## src/rtl/seq_multiplier_n_bit_pkg.sv

```systemverilog
// Shared types and defaults for the sequential shift-add multiplier.
package seq_multiplier_pkg;

   localparam int DEFAULT_DATA_WIDTH = 8;

   typedef enum logic [1:0] {
      IDLE,
      RUN,
      DONE
   } state_t;

endpackage

```

## src/rtl/seq_multiplier_n_bit_if.sv

```systemverilog
// Start/done request bus between a controller (master) and the multiplier (slave).
interface seq_multiplier_n_bit_if #(
   parameter int DATA_WIDTH = seq_multiplier_pkg::DEFAULT_DATA_WIDTH
);
   import seq_multiplier_pkg::*;

   logic                      Start_In;
   logic                      Signed_Mode_In;
   logic [DATA_WIDTH-1:0]     Data_A_In;
   logic [DATA_WIDTH-1:0]     Data_B_In;
   logic                      Busy_Out;
   logic                      Done_Out;
   logic [2*DATA_WIDTH-1:0]   Multiplied_Result_Out;

   modport master (
      output Start_In, Signed_Mode_In, Data_A_In, Data_B_In,
      input  Busy_Out, Done_Out, Multiplied_Result_Out
   );

   modport slave (
      input  Start_In, Signed_Mode_In, Data_A_In, Data_B_In,
      output Busy_Out, Done_Out, Multiplied_Result_Out
   );

endinterface

```

## src/rtl/seq_multiplier_n_bit_abs.sv

```systemverilog
// Operand conditioning: magnitude and sign of an N-bit value, two's-complement only when signed_en.
module twos_complement_abs
   import seq_multiplier_pkg::*;
#(
   parameter int DATA_WIDTH = DEFAULT_DATA_WIDTH
) (
   input  logic signed [DATA_WIDTH-1:0] value,
   input  logic                         signed_en,
   output logic        [DATA_WIDTH-1:0] magnitude,
   output logic                         sign
);

   // The most negative value negates to itself, which read unsigned is 2^(N-1).
   assign sign      = signed_en & value[DATA_WIDTH-1];
   assign magnitude = sign ? $unsigned(-value) : $unsigned(value);

endmodule

```

## src/rtl/seq_multiplier_n_bit.sv

```systemverilog
// N-bit sequential shift-add multiplier, one partial product per clock, start/done handshake.
// Define SEQ_MULT_EARLY_TERM_EN to finish as soon as the remaining multiplier bits are zero.
module seq_multiplier_n_bit
   import seq_multiplier_pkg::*;
#(
   parameter int DATA_WIDTH = DEFAULT_DATA_WIDTH
) (
   input  logic                  Clock_In,
   input  logic                  Reset_In,
   seq_multiplier_n_bit_if.slave bus
);

   localparam int N     = DATA_WIDTH;
   localparam int CNT_W = $clog2(N + 1);

   state_t             state;
   logic [CNT_W-1:0]   cnt;
   logic               sign_flag;
   logic [N-1:0]       mcand;
   logic [N-1:0]       mplier;
   logic [2*N-1:0]     acc;

   logic [N-1:0]       a_mag, b_mag;
   logic               a_sign, b_sign;
   logic               accept;

   logic [N:0]         upper_sum;
   logic [2*N-1:0]     acc_step;
   logic [N-1:0]       mplier_step;
   logic [CNT_W-1:0]   cnt_step;
   logic               run_last;
   logic [2*N-1:0]     product;

   function automatic logic [2*N-1:0] apply_sign(input logic [2*N-1:0] value, input logic neg);
      return neg ? (~value + {{(2*N-1){1'b0}}, 1'b1}) : value;
   endfunction

   twos_complement_abs #(.DATA_WIDTH(N)) u_abs_a (
      .value     (bus.Data_A_In),
      .signed_en (bus.Signed_Mode_In),
      .magnitude (a_mag),
      .sign      (a_sign)
   );

   twos_complement_abs #(.DATA_WIDTH(N)) u_abs_b (
      .value     (bus.Data_B_In),
      .signed_en (bus.Signed_Mode_In),
      .magnitude (b_mag),
      .sign      (b_sign)
   );

   assign accept = ((state == IDLE) || (state == DONE)) && bus.Start_In;

   // One shift-add step: carry out of the upper half lands in the MSB after the shift.
   always_comb begin
      upper_sum = {1'b0, acc[2*N-1:N]};
      if (mplier[0]) begin
         upper_sum = upper_sum + {1'b0, mcand};
      end
      acc_step    = {upper_sum, acc[N-1:1]};
      mplier_step = mplier >> 1;
      cnt_step    = cnt + CNT_W'(1);
`ifdef SEQ_MULT_EARLY_TERM_EN
      run_last = (cnt_step == CNT_W'(N)) || (mplier_step == '0);
      product  = acc_step >> (CNT_W'(N) - cnt_step);
`else
      run_last = (cnt_step == CNT_W'(N));
      product  = acc_step;
`endif
   end

   // Control and outputs
   always_ff @(posedge Clock_In or negedge Reset_In) begin
      if (!Reset_In) begin
         state                     <= IDLE;
         cnt                       <= '0;
         sign_flag                 <= 1'b0;
         bus.Busy_Out              <= 1'b0;
         bus.Done_Out              <= 1'b0;
         bus.Multiplied_Result_Out <= '0;
      end else begin
         case (state)
            IDLE, DONE: begin
               bus.Done_Out <= 1'b0;
               if (bus.Start_In) begin
                  state        <= RUN;
                  bus.Busy_Out <= 1'b1;
                  cnt          <= '0;
                  sign_flag    <= a_sign ^ b_sign;
               end else begin
                  state <= IDLE;
               end
            end
            RUN: begin
               cnt <= cnt_step;
               if (run_last) begin
                  state                     <= DONE;
                  bus.Busy_Out              <= 1'b0;
                  bus.Done_Out              <= 1'b1;
                  bus.Multiplied_Result_Out <= apply_sign(product, sign_flag);
               end
            end
            default: state <= IDLE;
         endcase
      end
   end

   // Datapath registers hold no state that matters outside RUN
   always_ff @(posedge Clock_In) begin
      if (accept) begin
         mcand  <= a_mag;
         mplier <= b_mag;
         acc    <= '0;
      end else if (state == RUN) begin
         acc    <= acc_step;
         mplier <= mplier_step;
      end
   end

endmodule

```

## src/flat_wrapper.sv

```systemverilog
// flat-port wrapper written by rule: the top's interface ports become plain ports
module seq_multiplier_n_bit_flat import seq_multiplier_pkg::*;
#(
   parameter int DATA_WIDTH = DEFAULT_DATA_WIDTH
)
  (Clock_In, Reset_In, bus_Start_In, bus_Signed_Mode_In, bus_Data_A_In, bus_Data_B_In, bus_Busy_Out, bus_Done_Out, bus_Multiplied_Result_Out);
  seq_multiplier_n_bit_if #(.DATA_WIDTH(DATA_WIDTH)) bus_i ();
  input  logic Clock_In;
  input  logic Reset_In;
  input wire logic [$bits(bus_i.Start_In)-1:0] bus_Start_In;
  input wire logic [$bits(bus_i.Signed_Mode_In)-1:0] bus_Signed_Mode_In;
  input wire logic [$bits(bus_i.Data_A_In)-1:0] bus_Data_A_In;
  input wire logic [$bits(bus_i.Data_B_In)-1:0] bus_Data_B_In;
  output wire logic [$bits(bus_i.Busy_Out)-1:0] bus_Busy_Out;
  output wire logic [$bits(bus_i.Done_Out)-1:0] bus_Done_Out;
  output wire logic [$bits(bus_i.Multiplied_Result_Out)-1:0] bus_Multiplied_Result_Out;
  assign bus_i.Start_In = bus_Start_In;
  assign bus_i.Signed_Mode_In = bus_Signed_Mode_In;
  assign bus_i.Data_A_In = bus_Data_A_In;
  assign bus_i.Data_B_In = bus_Data_B_In;
  assign bus_Busy_Out = bus_i.Busy_Out;
  assign bus_Done_Out = bus_i.Done_Out;
  assign bus_Multiplied_Result_Out = bus_i.Multiplied_Result_Out;
  seq_multiplier_n_bit #(.DATA_WIDTH(DATA_WIDTH)) u_core (.Clock_In(Clock_In), .Reset_In(Reset_In), .bus(bus_i));
endmodule
```

## config.mk

```make
export PLATFORM = sky130hd
export DESIGN_NAME = seq_multiplier_n_bit_flat
export DESIGN_NICKNAME = d
export VERILOG_FILES = /design/src/rtl/seq_multiplier_n_bit_pkg.sv /design/src/rtl/seq_multiplier_n_bit_if.sv /design/src/rtl/seq_multiplier_n_bit_abs.sv /design/src/rtl/seq_multiplier_n_bit.sv /design/src/flat_wrapper.sv
export SDC_FILE = /design/constraint.sdc
export NUM_CORES = 1
export LEC_CHECK = 0
export CAP_MARGIN = 40
export CORE_UTILIZATION = 25
export CTS_CLUSTER_SIZE = 40
export DETAILED_ROUTE_END_ITERATION = 8
export GPL_TIMING_DRIVEN = 0
export PLACE_DENSITY_LB_ADDON = 0.15
export RECOVER_POWER = 50
export SLEW_MARGIN = 20
export SYNTH_ARGS = -nofsm -noshare
export SYNTH_HDL_FRONTEND = slang
export SYNTH_HIERARCHICAL = 1
export SYNTH_SLANG_ARGS = --single-unit
```

## constraint.sdc

```tcl
create_clock -name Clock_In -period 3.4 [get_ports Clock_In]
set_input_delay 1.02 -clock Clock_In [delete_from_list [all_inputs] [get_ports Clock_In]]
set_output_delay 1.02 -clock Clock_In [all_outputs]
set_load 0.02 [all_outputs]
```

==> impl_metrics.ini <==
[yosys]
synth-seq-area-share = 0.458
synth-compound-area-share = 0.182
yosysTopAreaCellShare = 0.204
synth_top_family_by_area = compound AO/OA/AOI/OAI gates
muxShareOfSynthArea = 0.0436
synth_area_leaders = dfrtp_1 20%, edfxtp_1 16%, dfxtp_1 9.8%, ha_1 4.9%, xor2_1 4.9%
yosys.area_share.adder = 0.0555
yosys_register_bits = 56
netlist_instances = 306
synthMostInstantiatedCell = nand2_1
synth_cell_types = 49
syn_nets = 339
yosysWarnings = 6
synth-simple-area-share = 0.128
syn_area_per_cell_um2 = 10.0
async_reset_ff_frac = 0.446
synth-xor-area-share = 0.0885
ys.flop_type = dfrtp_1
synth_top_area_cell = dfrtp_1
synth_edf_count = 16
synth_top_cells_by_count = 36 x nand2_1, 25 x dfrtp_1, 23 x o21ai_1, 17 x nor2_1, 17 x xor2_1
netlist_area_um2 = 3070

[finish]
final_area_um2 = 3780
nFillCells = 1260
stdcell_count = 499
drive_gt1_frac = 0.0852
nets = 384
areaGrowthSynthToFinish_pct = 23.4
diodes = 0

[placed_design]
post_dp_cell_area_um2 = 3630
dp_cells = 491
port_buffers = 37
dp_hpwl_um = 5020
dp_slack_ns = 0.351
gp_congestion = 0.741

[cts]
numCtsBuffers = 5
clockRootBuffer = clkbuf_16
post_cts_resized = 0
cts_sinks = 56
post-cts-setup-buffers = 0
clk_pin_slew_ns = 0.07
holdBufCountCts = 0
tritoncts = done
clk_latency_ns = 0.29
cts_max_path_buffers = 2
h-tree-depth = 2

[sta]
hold_viol_final = 0
setup_ws_ns = 0.543
skew_ns = 0.00889
grt_setup_unrepaired = false
worst_pin_slew_ns = 1.42
fmax_mhz = 350
maxSlewHeadroom = 0.0512
hold_slack_ns = 0.477
min_period_over_period = 0.840
tns_ns = 0
slew_violations = 0
period_minus_slack_ns = 2.86
setup_viol = 0

[setup_path]
cp_max_fo = 10
cp.required_ns = 3.62
cp-start-kind = input pin
crit_chain = dlygate4sd3_1 -> nor2b_1 -> clkbuf_1 -> nor2_1 -> clkbuf_1 -> a22o_1
critPathMaxStageDelay_ns = 0.62
path_common_cell = clkbuf_1
cp_top_family = buffers and inverters
endpoint_kind = flip-flop
crit_slowest_cell = nor2_1
critPathBufInv = 3
crit_arrival_ns = 3.08
criticalPathCategory = input pin to flip-flop

[power_and_ir_drop]
power_frac_clock = 0.150
p_per_area_nw_per_um2 = 966
ir_drop_mv = 0.290
seqPwrFrac = 0.330
power_frac_comb = 0.520
p_int_uw = 2170
switching_share = 0.406
p_leak_uw = 0.00158
switchingPower_uw = 1490

[route]
drc = 0
drtAntennaViolNets = 0
via_count = 2254
viasPerCell = 4.52
wl_per_cell_um = 12.7
detail_route.first_pass.iterations = 6
drt-total-wl_um = 6340
drtIter0Drc = 82

[floorplan]
num_rows = 40
die_y_um = 113
fp.dieW_um = 113
die_area_um2 = 12700
core_area_um2 = 12000
initial_core_util = 0.255
boundaryPins = 38

[global_routing]
grtUsageTotal = 0.108
grt.overflow.total = 0
grt_pass1_vias = 2222
grt_pass1_wl_um = 10900
antenna_found_initial = 0
grt_max_degree = 26

[hold_path]
hold_path.class = flip-flop to flip-flop

[status]
outcome = finished clean

[job]
max_cap_viol_count = 0
==> logic make-up (layout without fill, tap and decap cells) <==
family                   count (synthesis)  after routing
AO/OA/AOI/OAI                           82             82
XOR/XNOR                                31             31
adder cells (fa/ha/maj)                 13             13
buffers and inverters                   30             76
flip-flops                              56             56
multiplexers                            12             12
AND/OR/NAND/NOR                         82             82
==> cells in the final DEF, fill, tap and decap left out, types with 3 or more instances in the layout <==
cell type	netlist	layout
a21boi_1	3	3
a21o_1	4	4
a21oi_1	8	8
a22o_1	10	10
a31oi_1	6	6
buf_6	2	3
clkbuf_1	8	10
clkbuf_16	0	6
clkdlybuf4s50_1	0	25
dfrtp_1	25	25
dfxtp_1	15	15
dlygate4sd3_1	0	11
edfxtp_1	16	16
ha_1	12	12
inv_1	15	15
mux2_2	7	7
mux2i_1	4	4
nand2_1	36	36
nand3_1	3	3
nand3b_1	3	3
nor2_1	17	17
nor2b_1	3	3
nor3_1	5	6
o21ai_0	12	22
o21ai_1	23	13
or3_1	4	4
xnor2_1	14	14
xor2_1	17	17
==> final timing paths <==
kind	from	endpoint	slack (ns)	cells after the start
setup / recovery	bus_Start_In	u_core/cnt[1]$_DFFE_PN0P_	0.54	6
hold / removal	u_core/bus.Multiplied_Result_Out[7]$_DFFE_PN0P_	u_core/bus.Multiplied_Result_Out[7]$_DFFE_PN0P_	0.48	2
setup reg to reg	u_core/mcand[0]$_DFFE_PP_	u_core/bus.Multiplied_Result_Out[15]$_DFFE_PN0P_	0.64	9
hold reg to reg	u_core/bus.Multiplied_Result_Out[7]$_DFFE_PN0P_	u_core/bus.Multiplied_Result_Out[7]$_DFFE_PN0P_	0.48	2
max in group asynchronous	Reset_In	u_core/cnt[3]$_DFFE_PN0P_	1.51	1
min in group asynchronous	Reset_In	u_core/bus.Multiplied_Result_Out[15]$_DFFE_PN0P_	1.05	1
==> power groups by stage <==
stage | clock (µW) | sequential, µW | combinational, µW
5_1_grt | 604 | 1260 | 2140
2_1_floorplan | 0 | 1280 | 1320
3_3_place_gp | 0 | 1220 | 1920
3_5_place_dp | 0 | 1230 | 1950
4_1_cts | 578 | 1220 | 1950
6_report | 550 | 1210 | 1900
==> per-stage QoR <==
stage	util	power, µW
after global placement	0.302	3140
after global routing	0.315	4000
final	0.315	3660
after floorplan	-	2600
after CTS	0.316	3750
after detailed placement	0.302	3180
==> cell type report <==
cell class	instances	area, µm²	area share
Multi-Input combinational cell	220	1520	0.402
Timing Repair Buffer	38	375	0.0992
Clock buffer	7	154	0.0407
Clock inverter	1	8.76	0.00231
Buffer	13	71.3	0.0188
Inverter	17	63.8	0.0169
Tap cell	147	184	0.0486
Sequential cell	56	1410	0.372
==> sequential cells by signal, summed over array words and instances, names as in the netlist <==
name,count
u_core/sign_flag,1
u_core/mcand,8
u_core/state,2
u_core/cnt,4
u_core/bus.Multiplied_Result_Out,16
u_core/mplier,8
u_core/bus.Done_Out,1
u_core/acc,15
u_core/bus.Busy_Out,1
==> tightest hold or removal path: cells and delay by family, from the launching register on <==
kind	cells	cell delay, ns
AND/OR/NAND/NOR	1	0.04
flip-flops	1	0.34
AO/OA/AOI/OAI	1	0.06
==> routing by layer <==
| metal | wire, µm | up-vias | track usage | share of wire |
|---|---|---|---|---|
| met5 | 0 | - | 0 | 0 |
| met4 | 28 | 0 | 0.0240 | 0.0044 |
| met3 | 268 | 2 | 0.0220 | 0.042 |
| met2 | 2720 | 44 | 0.171 | 0.43 |
| met1 | 3320 | 1037 | 0.152 | 0.52 |
| li1 | - | 1171 | - | - |
Power figures use the tool's default switching activity.
